`config.mk`:
```
export PLATFORM = sky130hd
export DESIGN_NAME = program_loader_flat
export DESIGN_NICKNAME = d
export VERILOG_FILES = /design/src/rtl/program_loader_pkg.sv /design/src/rtl/program_loader_if.sv /design/src/rtl/program_loader_word_packer.sv /design/src/rtl/program_loader.sv /design/src/flat_wrapper.sv
export SDC_FILE = /design/constraint.sdc
export NUM_CORES = 1
export LEC_CHECK = 0
export CORE_AREA = 4 4 111 113
export CTS_CLUSTER_SIZE = 30
export DETAILED_ROUTE_END_ITERATION = 6
export DIE_AREA = 0 0 115 117
export MAX_ROUTING_LAYER = met4
export SLEW_MARGIN = 20
export SYNTH_ARGS = -nofsm -noshare
export SYNTH_HDL_FRONTEND = slang
export SYNTH_SLANG_ARGS = --single-unit
```
`constraint.sdc`:
```
create_clock -name clk -period 4.1 [get_ports clk]
set_input_delay 0.41 -clock clk [delete_from_list [all_inputs] [get_ports clk]]
set_output_delay 0.41 -clock clk [all_outputs]
set_load 0.01 [all_outputs]
```
`src/rtl/program_loader_pkg.sv`:
```
// Shared K16 definitions: loader state encoding, default SYNC byte and the
// instruction/program-address widths also used by the processor.
package k16_defs;

    localparam logic [7:0] SYNC_DEFAULT    = 8'hA5;
    localparam int         INSTR_W         = 24;
    localparam int         PADDR_W_DEFAULT = 16;

    typedef enum logic [3:0] {
        ST_IDLE  = 4'd0,
        ST_LEN_H = 4'd1,
        ST_LEN_L = 4'd2,
        ST_B2    = 4'd3,
        ST_B1    = 4'd4,
        ST_B0    = 4'd5,
        ST_WRITE = 4'd6,
        ST_CHK   = 4'd7,
        ST_RUN   = 4'd8,
        ST_ERROR = 4'd9
    } loader_state_t;

    // True for every state between an accepted SYNC and the checksum verdict.
    function automatic logic is_frame_state(input loader_state_t s);
        case (s)
            ST_LEN_H, ST_LEN_L, ST_B2, ST_B1, ST_B0, ST_WRITE, ST_CHK: is_frame_state = 1'b1;
            default:                                                   is_frame_state = 1'b0;
        endcase
    endfunction

endpackage

```
`src/rtl/program_loader_if.sv`:
```
// Host byte stream plus program-memory write port of the boot loader.
interface program_loader_if #(parameter int PADDR_W = k16_defs::PADDR_W_DEFAULT);

    logic [7:0]                   in_data;
    logic                         in_valid;
    logic                         in_ready;
    logic [PADDR_W-1:0]           pm_addr;
    logic [k16_defs::INSTR_W-1:0] pm_wdata;
    logic                         pm_we;

    modport master (
        output in_data, in_valid,
        input  in_ready, pm_addr, pm_wdata, pm_we
    );

    modport slave (
        input  in_data, in_valid,
        output in_ready, pm_addr, pm_wdata, pm_we
    );

endinterface

```
`src/rtl/program_loader_word_packer.sv`:
```
// Packs bytes MSB-first into a 24-bit word; word_ready pulses for one cycle
// after the third byte has been shifted in.
module pm_word_packer
    import k16_defs::*;
(
    input  logic               clk,
    input  logic               rst,
    input  logic               clr,
    input  logic               shift_en,
    input  logic [7:0]         byte_in,
    output logic [INSTR_W-1:0] word,
    output logic               word_ready
);

    logic [1:0] cnt_r;

    // Byte shift register, byte counter and completion pulse.
    always_ff @(posedge clk or posedge rst) begin
        if (rst) begin
            word       <= {INSTR_W{1'b0}};
            cnt_r      <= 2'd0;
            word_ready <= 1'b0;
        end else if (clr) begin
            cnt_r      <= 2'd0;
            word_ready <= 1'b0;
        end else begin
            word_ready <= shift_en && (cnt_r == 2'd2);
            if (shift_en) begin
                word  <= {word[INSTR_W-9:0], byte_in};
                cnt_r <= (cnt_r == 2'd2) ? 2'd0 : cnt_r + 2'd1;
            end else begin
                cnt_r <= cnt_r;
            end
        end
    end

endmodule

```
`src/rtl/program_loader.sv`:
```
// K16 boot loader: parses SYNC/LEN/words/CHK frames, writes words to program
// memory from address 0 and holds the processor in reset until a good checksum.
module program_loader
    import k16_defs::*;
#(
    parameter logic [7:0] SYNC    = SYNC_DEFAULT,
    parameter int         PADDR_W = PADDR_W_DEFAULT
) (
    input  logic             clk,
    input  logic             rst,
    program_loader_if.slave  bus,
    output logic             cpu_rst,
    output logic             loading,
    output logic             done,
    output logic             err
);

    loader_state_t      state_r, state_s;
    logic               in_ready_r;
    logic [15:0]        len_r;
    logic [PADDR_W-1:0] idx_r;
    logic [PADDR_W-1:0] pm_addr_r;
    logic [7:0]         xor_r;
    logic               accept_s, start_s, shift_s, last_s;
    logic [INSTR_W-1:0] pk_word;
    logic               pk_ready;

    assign accept_s = bus.in_valid && in_ready_r;
    assign start_s  = (state_s == ST_LEN_H) && (state_r != ST_LEN_H);
    assign shift_s  = accept_s && ((state_r == ST_B2) || (state_r == ST_B1) || (state_r == ST_B0));
    assign last_s   = (idx_r == PADDR_W'(len_r - 16'd1));

    // State register.
    always_ff @(posedge clk or posedge rst) begin
        if (rst) state_r <= ST_IDLE;
        else     state_r <= state_s;
    end

    // Next-state logic; SYNC restarts only outside a frame.
    always_comb begin
        state_s = state_r;
        case (state_r)
            ST_IDLE, ST_RUN, ST_ERROR: begin
                if (accept_s && (bus.in_data == SYNC)) state_s = ST_LEN_H;
                else                                   state_s = state_r;
            end
            ST_LEN_H: begin
                if (accept_s) state_s = ST_LEN_L;
                else          state_s = state_r;
            end
            ST_LEN_L: begin
                if (!accept_s)                                  state_s = state_r;
                else if ({len_r[15:8], bus.in_data} == 16'd0) state_s = ST_CHK;
                else                                            state_s = ST_B2;
            end
            ST_B2: begin
                if (accept_s) state_s = ST_B1;
                else          state_s = state_r;
            end
            ST_B1: begin
                if (accept_s) state_s = ST_B0;
                else          state_s = state_r;
            end
            ST_B0: begin
                if (accept_s) state_s = ST_WRITE;
                else          state_s = state_r;
            end
            ST_WRITE: begin
                if (last_s) state_s = ST_CHK;
                else        state_s = ST_B2;
            end
            ST_CHK: begin
                if (!accept_s)                  state_s = state_r;
                else if (bus.in_data == xor_r) state_s = ST_RUN;
                else                            state_s = ST_ERROR;
            end
            default: state_s = ST_IDLE;
        endcase
    end

    // Status outputs are registered from the next state so they track it exactly.
    always_ff @(posedge clk or posedge rst) begin
        if (rst) begin
            in_ready_r <= 1'b0;
            cpu_rst    <= 1'b1;
            loading    <= 1'b0;
            done       <= 1'b0;
            err        <= 1'b0;
        end else begin
            in_ready_r <= (state_s != ST_WRITE);
            cpu_rst    <= (state_s != ST_RUN);
            loading    <= is_frame_state(state_s);
            done       <= (state_s == ST_RUN);
            err        <= (state_s == ST_ERROR);
        end
    end

    // Length capture, running XOR, word index and held write address.
    always_ff @(posedge clk or posedge rst) begin
        if (rst) begin
            len_r     <= 16'd0;
            idx_r     <= {PADDR_W{1'b0}};
            xor_r     <= 8'd0;
            pm_addr_r <= {PADDR_W{1'b0}};
        end else if (start_s) begin
            idx_r <= {PADDR_W{1'b0}};
            xor_r <= 8'd0;
        end else begin
            if (accept_s && (state_r == ST_LEN_H)) len_r[15:8] <= bus.in_data;
            if (accept_s && (state_r == ST_LEN_L)) len_r[7:0]  <= bus.in_data;
            if (accept_s && is_frame_state(state_r) && (state_r != ST_CHK))
                xor_r <= xor_r ^ bus.in_data;
            if (accept_s && (state_r == ST_B0)) pm_addr_r <= idx_r;
            if (state_r == ST_WRITE) idx_r <= idx_r + {{(PADDR_W-1){1'b0}}, 1'b1};
        end
    end

    pm_word_packer u_packer (
        .clk        (clk),
        .rst        (rst),
        .clr        (start_s),
        .shift_en   (shift_s),
        .byte_in    (bus.in_data),
        .word       (pk_word),
        .word_ready (pk_ready)
    );

    assign bus.in_ready = in_ready_r;
    assign bus.pm_addr  = pm_addr_r;
    assign bus.pm_wdata = pk_word;
    assign bus.pm_we    = pk_ready;

endmodule

```
`src/flat_wrapper.sv`:
```
// flat-port wrapper written by rule: the top's interface ports become plain ports
module program_loader_flat import k16_defs::*;
#(
    parameter logic [7:0] SYNC    = SYNC_DEFAULT,
    parameter int         PADDR_W = PADDR_W_DEFAULT
)
  (clk, rst, cpu_rst, loading, done, err, bus_in_data, bus_in_valid, bus_in_ready, bus_pm_addr, bus_pm_wdata, bus_pm_we);
  program_loader_if #(.PADDR_W(PADDR_W)) bus_i ();
  input  logic clk;
  input  logic rst;
  output logic cpu_rst;
  output logic loading;
  output logic done;
  output logic err;
  input wire logic [$bits(bus_i.in_data)-1:0] bus_in_data;
  input wire logic [$bits(bus_i.in_valid)-1:0] bus_in_valid;
  output wire logic [$bits(bus_i.in_ready)-1:0] bus_in_ready;
  output wire logic [$bits(bus_i.pm_addr)-1:0] bus_pm_addr;
  output wire logic [$bits(bus_i.pm_wdata)-1:0] bus_pm_wdata;
  output wire logic [$bits(bus_i.pm_we)-1:0] bus_pm_we;
  assign bus_i.in_data = bus_in_data;
  assign bus_i.in_valid = bus_in_valid;
  assign bus_in_ready = bus_i.in_ready;
  assign bus_pm_addr = bus_i.pm_addr;
  assign bus_pm_wdata = bus_i.pm_wdata;
  assign bus_pm_we = bus_i.pm_we;
  program_loader #(.SYNC(SYNC), .PADDR_W(PADDR_W)) u_core (.clk(clk), .rst(rst), .bus(bus_i), .cpu_rst(cpu_rst), .loading(loading), .done(done), .err(err));
endmodule
```
After elaboration in Yosys (flattened, before gate mapping) --
Index checks and enable logic that the tools add are counted.
Storage, ports and cells: bits in registers 92, input bits 11, output and inout bits 46, word-level logic and storage cells 91
Operators by class: add/sub/neg operators 3, eq/ne operators 26, muxes and demuxes 22, bitwise operators 2, reduce and logical (&&, ||, !) cells 24
Operator list (count):
- $eq 4x3->1 const B | 8
- $mux 16 | 2
- $pmux 4 s8 | 1
- $mux 4 | 7
- $add 16x1->16 const B | 1
- $eq 16x16->1 | 1
- $eq 4x2->1 const B | 4
- $eq 4x4->1 const B | 4
- $logic_not 16->1 | 1
- $mux 8 | 2
- $sub 16x1->16 const B | 1
- $reduce_or 7->1 | 2
- $logic_and 1x1->1 | 10
- $eq 4x1->1 const B | 2
- $eq 8x8->1 | 1
- $eq 8x8->1 const B | 1
- $ne 4x3->1 const B | 2
- $reduce_and 2->1 | 4
- $xor 8x8->8 | 1
- $mux 2 | 3
- $mux 3 | 2
- $reduce_bool 2->1 | 3
- $mux 1 | 5
- $logic_not 4->1 | 1
- other kinds (7) | 8

Longest topological paths before layout --
depth after elaboration 11, mapped depth 8, depth with buffers taken out 8

Cells and area by module --
Synthesis repeated with hierarchy kept, for this count alone.
Unflattened totals: cells, all modules 392, area total of the unflattened synthesis 4578.1 um^2
Modules (own cells, without submodules):
- program_loader | times used 1, cells an instance 329, area each 3444.6 um^2, sequential area each 1627.8 um^2
- pm_word_packer | times used 1, cells an instance 63, area each 1133.6 um^2, sequential area each 675.6 um^2

Worst setup path before layout --
OpenSTA, ideal clock, no wires.
kind input port to flip-flop, from input bus_in_data[1], to register u_core.idx_r[6], library setup time 0.119 ns, arrival time 2.004 ns, data required time 3.981 ns, path slack 1.977 ns, stages on the path 7, path buffers 1, path through or4_1 -> or2_1 -> o31ai_2 -> a211o_2 -> a21boi_4 -> buf_6 -> nor2_1
On the way: word-level cells in the longest chain between the ends 7, elaborated cells on any way between the ends 14, those cells by class eq/ne: 3; mux: 7; reduce/logical: 4
RTL lines:
- start: declaration | RTL line flat_wrapper.sv:15 | input wire logic [$bits(bus_i.in_data)-1:0] bus_in_data;
- $eq 8x8->1, on equally long branches | RTL line program_loader.sv:74, program_loader.sv:44
- $mux 1 or $logic_and 1x1->1 (tied branches) | RTL line program_loader.sv:74, program_loader.sv:44
- $mux 4, on equally long branches | RTL line program_loader.sv:73, program_loader.sv:44
- $pmux 4 s8 (*) | RTL line program_loader.sv:42 | case (state_r)
- via u_core.state_s[0] | RTL line program_loader.sv:18 | loader_state_t state_r, state_s;
- $eq 4x1->1 (*) | RTL line program_loader.sv:29 | assign start_s = (state_s == ST_LEN_H) && (state_r != ST_LEN_H);
- $logic_and 1x1->1 (*) | RTL line program_loader.sv:29
- $mux 16 or $reduce_bool 2->1 (tied branches)
- end signal: assignment | RTL line program_loader.sv:102 | idx_r <= {PADDR_W{1'b0}};
- end signal: assignment | RTL line program_loader.sv:106 | idx_r <= {PADDR_W{1'b0}};
- end signal: assignment | RTL line program_loader.sv:114 | if (state_r == ST_WRITE) idx_r <= idx_r + {{(PADDR_W-1){1'b0}}, 1'b1};
- end: declaration | RTL line program_loader.sv:21 | logic [PADDR_W-1:0] idx_r;
The timed path passes the listed nets; every way through them passes the cells marked *. A chain may end at the register's enable or synchronous reset.

Worst setup path in the final report --
from input bus_in_data[3], to register u_core.u_packer.cnt_r[0]
On the way: word-level cells in the longest chain between the ends 7, elaborated cells on any way between the ends 14, those cells by class eq/ne: 3; mux: 7; reduce/logical: 4
RTL lines:
- $eq 8x8->1, on equally long branches | RTL line program_loader.sv:74, program_loader.sv:44
- $mux 1 or $logic_and 1x1->1 (tied branches) | RTL line program_loader.sv:74, program_loader.sv:44
- $mux 4, on equally long branches | RTL line program_loader.sv:73, program_loader.sv:44
- $pmux 4 s8 (*) | RTL line program_loader.sv:42
- via u_core.state_s[0] | RTL line program_loader.sv:18
- $eq 4x1->1 (*) | RTL line program_loader.sv:29
- $logic_and 1x1->1 (*) | RTL line program_loader.sv:29
- $mux 2 or $reduce_bool 2->1 (tied branches)
- end signal: assignment | RTL line program_loader_word_packer.sv:30 | cnt_r <= (cnt_r == 2'd2) ? 2'd0 : cnt_r + 2'd1;
- end signal: assignment | RTL line program_loader_word_packer.sv:32 | cnt_r <= cnt_r;
- end: declaration | RTL line program_loader_word_packer.sv:15 | logic [1:0] cnt_r;
Marked as above.

==> results.ini <==
[synth]
sequential_area_share_after_synthesis=0.5220
count_of_warnings_emitted_by_yosys=0
postSynthRegisterBits=92
synthArstFlopShare=1.000
ys_types=51
synth_area_um2=4413
synth_area_per_cell_um2=11.52
synth.largest_area_cell=dfrtp_1
synthFlopType=dfrtp_1
syn_nets=396
synth_top_cells_by_area=dfrtp_1 (52%), mux2_2 (14%), xor2_1 (7.1%)
post_synth_inst_count=383
yosys.area.top_type_share=0.5160
synth-edff-count=0

[floorplanning]
core_region_area_um2=11320
placement_rows=39
top_level_ports=57
starting_density_of_the_core=0.3898
die_area_um2=13460
die_h_um=117
die_w_um=115

[clocking]
cts_htree_levels=3
tritoncts=done
clk_root_buffer_cell=clkbuf_16
clock_buffers_created_by_tritoncts=9
holdBufCountCts=0
clk_buf_depth=2
cts_setup_buffers=0
clk_latency_ps=350
clock_sink_count=92
cts_repair_resize_count=0
path_clk_slew_ps=70

[critical_path]
cp_data_required_time_ps=4300
crit_fanout=26
setup.worst_path.start_class=primary input
worst_r2r_path_depth=6
timing.reg2reg.setup_slack_ps=1600
crit_path_end_kind=flop
cp.arrival_ps=3040
timing_worst_setup_path_type=primary input to flop

[place]
postPlaceCellArea_um2=5130
detailed_place_hpwl_mm=6.428
pre_cts_ws_ps=877.9
place.port_buffers=56
gp_congestion=0.8201

[timing]
slew_viol_final=0
setup-tns-final_ps=0
clock_skew_ps=11.34
final.min_clock_period_ps=2843
tightestPinTransition_ps=1036
rsz0062_at_grt=no
setup_ws_ps=1257
fmaxAchievable_mhz=351.8
final-setup-viol-count=0
final_hold_viol_count=0
fin_worst_hold_slack_ps=464.7
tcrit_tclk_final=0.6934
timing.slew.headroom=0.3062

[final_layout]
number_of_diodes=0
areaGrowthSynthToFinish_pct=23.79
post-route-cell-area_um2=5463
drive_above_1_share=0.1951
leading_cell_types_in_the_layout_fill_and_taps_excluded=dfrtp_1 (91), mux2_2 (56), clkdlybuf4s50_1 (56)
final_common_cell=dfrtp_1
final_core_util=0.4825
nets=454

[drt]
detailroute.wirelength.met2_mm=4.325
met3WireLength_um=350
initialDrtViolationCount=132
top_layer_used=met4
drt-vias-per-instance=5.090
detail_route.first_pass.iterations=4
vias=2998
drc_errors=0
routedWlPerCell_um=15.43
finalWirelength_mm=9.090
residual_antenna_violating_net_count_after_detailed_routing=0
met1_wire_length_mm=4.272

[power]
p_clk_frac=0.225
pwr-share-comb=0.383
p_sw_uw=1373
vdd_ir_drop_max_mv=0.4061
power.sequential.fraction=0.392
power.internal_uw=2689
netSwitchingFraction=0.3380
cellLeakagePower_uw=0.002348
p_per_area_nw_per_um2=743.6

[global_route]
overall_routing_resource_usage=0.1468
grt_overflow_total=0
antenna_found_initial=0
grt_start_max_net_pins=40
first_global_vias=2947
global_route_wire_length_before_repair_mm=15.12

[status]
run_status=finished, final reports clean

[min_path]
worst_min_path_class=primary input to async pin

[run]
cap_violations=0

## synthesized netlist by cell type (3+ instances only)
master / count
mux2_2: 56
buf_2: 4
o21ai_0: 3
nor4_1: 6
o22ai_1: 3
nand4_1: 10
nor2b_1: 3
nand3_1: 12
nor3_1: 5
and3_1: 6
clkbuf_1: 6
xor2_1: 36
inv_1: 11
a21oi_1: 8
xnor2_1: 20
nand2_1: 23
nand2b_1: 4
nor2_1: 37
dfrtp_1: 91
## per-stage QoR
step | cells | total power [uW]
4_1_cts | 589 | 4115
6_report | 589 | 4062
3_3_place_gp | 573 | 3142
2_1_floorplan | 383 | 2562
5_1_grt | 589 | 4340
3_5_place_dp | 573 | 3178
## per-layer routing
layer | vias up | global-route usage
met5 | - | -
met4 | 0 | 0.05947
li1 | 1444 | -
met2 | 46 | 0.2176
met3 | 11 | 0.03136
met1 | 1497 | 0.1970
## kinds of logic after synthesis
group	share of synthesized area
xor+xnor	0.1111
flops	0.5220
compound gates	0.04593
mux	0.1452
buf+inv	0.02665
simple gates	0.1435
fa+ha+maj	0.005670
## worst paths after layout
path	from	to
worst min register to register	u_core.u_packer.cnt_r[0]$_DFFE_PP0P_	u_core.u_packer.cnt_r[0]$_DFFE_PP0P_
max in group asynchronous	rst	u_core.cpu_rst$_DFF_PP1_
worst max register to register	u_core.state_r[0]$_DFF_PP0_	u_core.u_packer.cnt_r[0]$_DFFE_PP0P_
worst min-delay path	rst	u_core.idx_r[4]$_DFFE_PP0P_
worst max-delay path	bus_in_data[3]	u_core.u_packer.cnt_r[0]$_DFFE_PP0P_
min in group clk	u_core.u_packer.cnt_r[0]$_DFFE_PP0P_	u_core.u_packer.cnt_r[0]$_DFFE_PP0P_
## state kept, by name, summed over array words and instances (netlist names)
name / cells
u_core.u_packer.word: 24
u_core.bus.pm_addr: 16
u_core.idx_r: 16
u_core.len_r: 16
u_core.xor_r: 8
u_core.state_r: 4
u_core.u_packer.cnt_r: 2
u_core.bus.in_ready: 1
u_core.cpu_rst: 1
u_core.done: 1
u_core.err: 1
u_core.loading: 1
u_core.u_packer.word_ready: 1
## worst max-delay path, cell delays in order
cell and delay (ps):
clkdlybuf4s50_1 530, or4_1 600, or2_1 260, o31ai_2 220
a211o_2 190, a21boi_4 630, o22ai_1 200
## power by group through the flow
| stage | sequential [uW] | clock [uW] | combinational (uW) |
|---|---|---|---|
| final | 1590 | 914 | 1560 |
| after global routing | 1650 | 983 | 1710 |
| after CTS | 1590 | 940 | 1580 |
| after detailed placement | 1610 | 0 | 1570 |
| after global placement | 1600 | 0 | 1540 |
| after floorplan | 1580 | 0 | 980 |
## final cells by class
cell class                 instances  area (um2)
clock buffer                      10       239.0
clock inverter                     6       93.84
fill                            1054        5858
inverter                          11       42.54
multi-input combinational        266        2007
sequential                        92        2303
tap                              143       178.9
timing repair buffer              61       598.1
(Power assumes the default switching activity.)
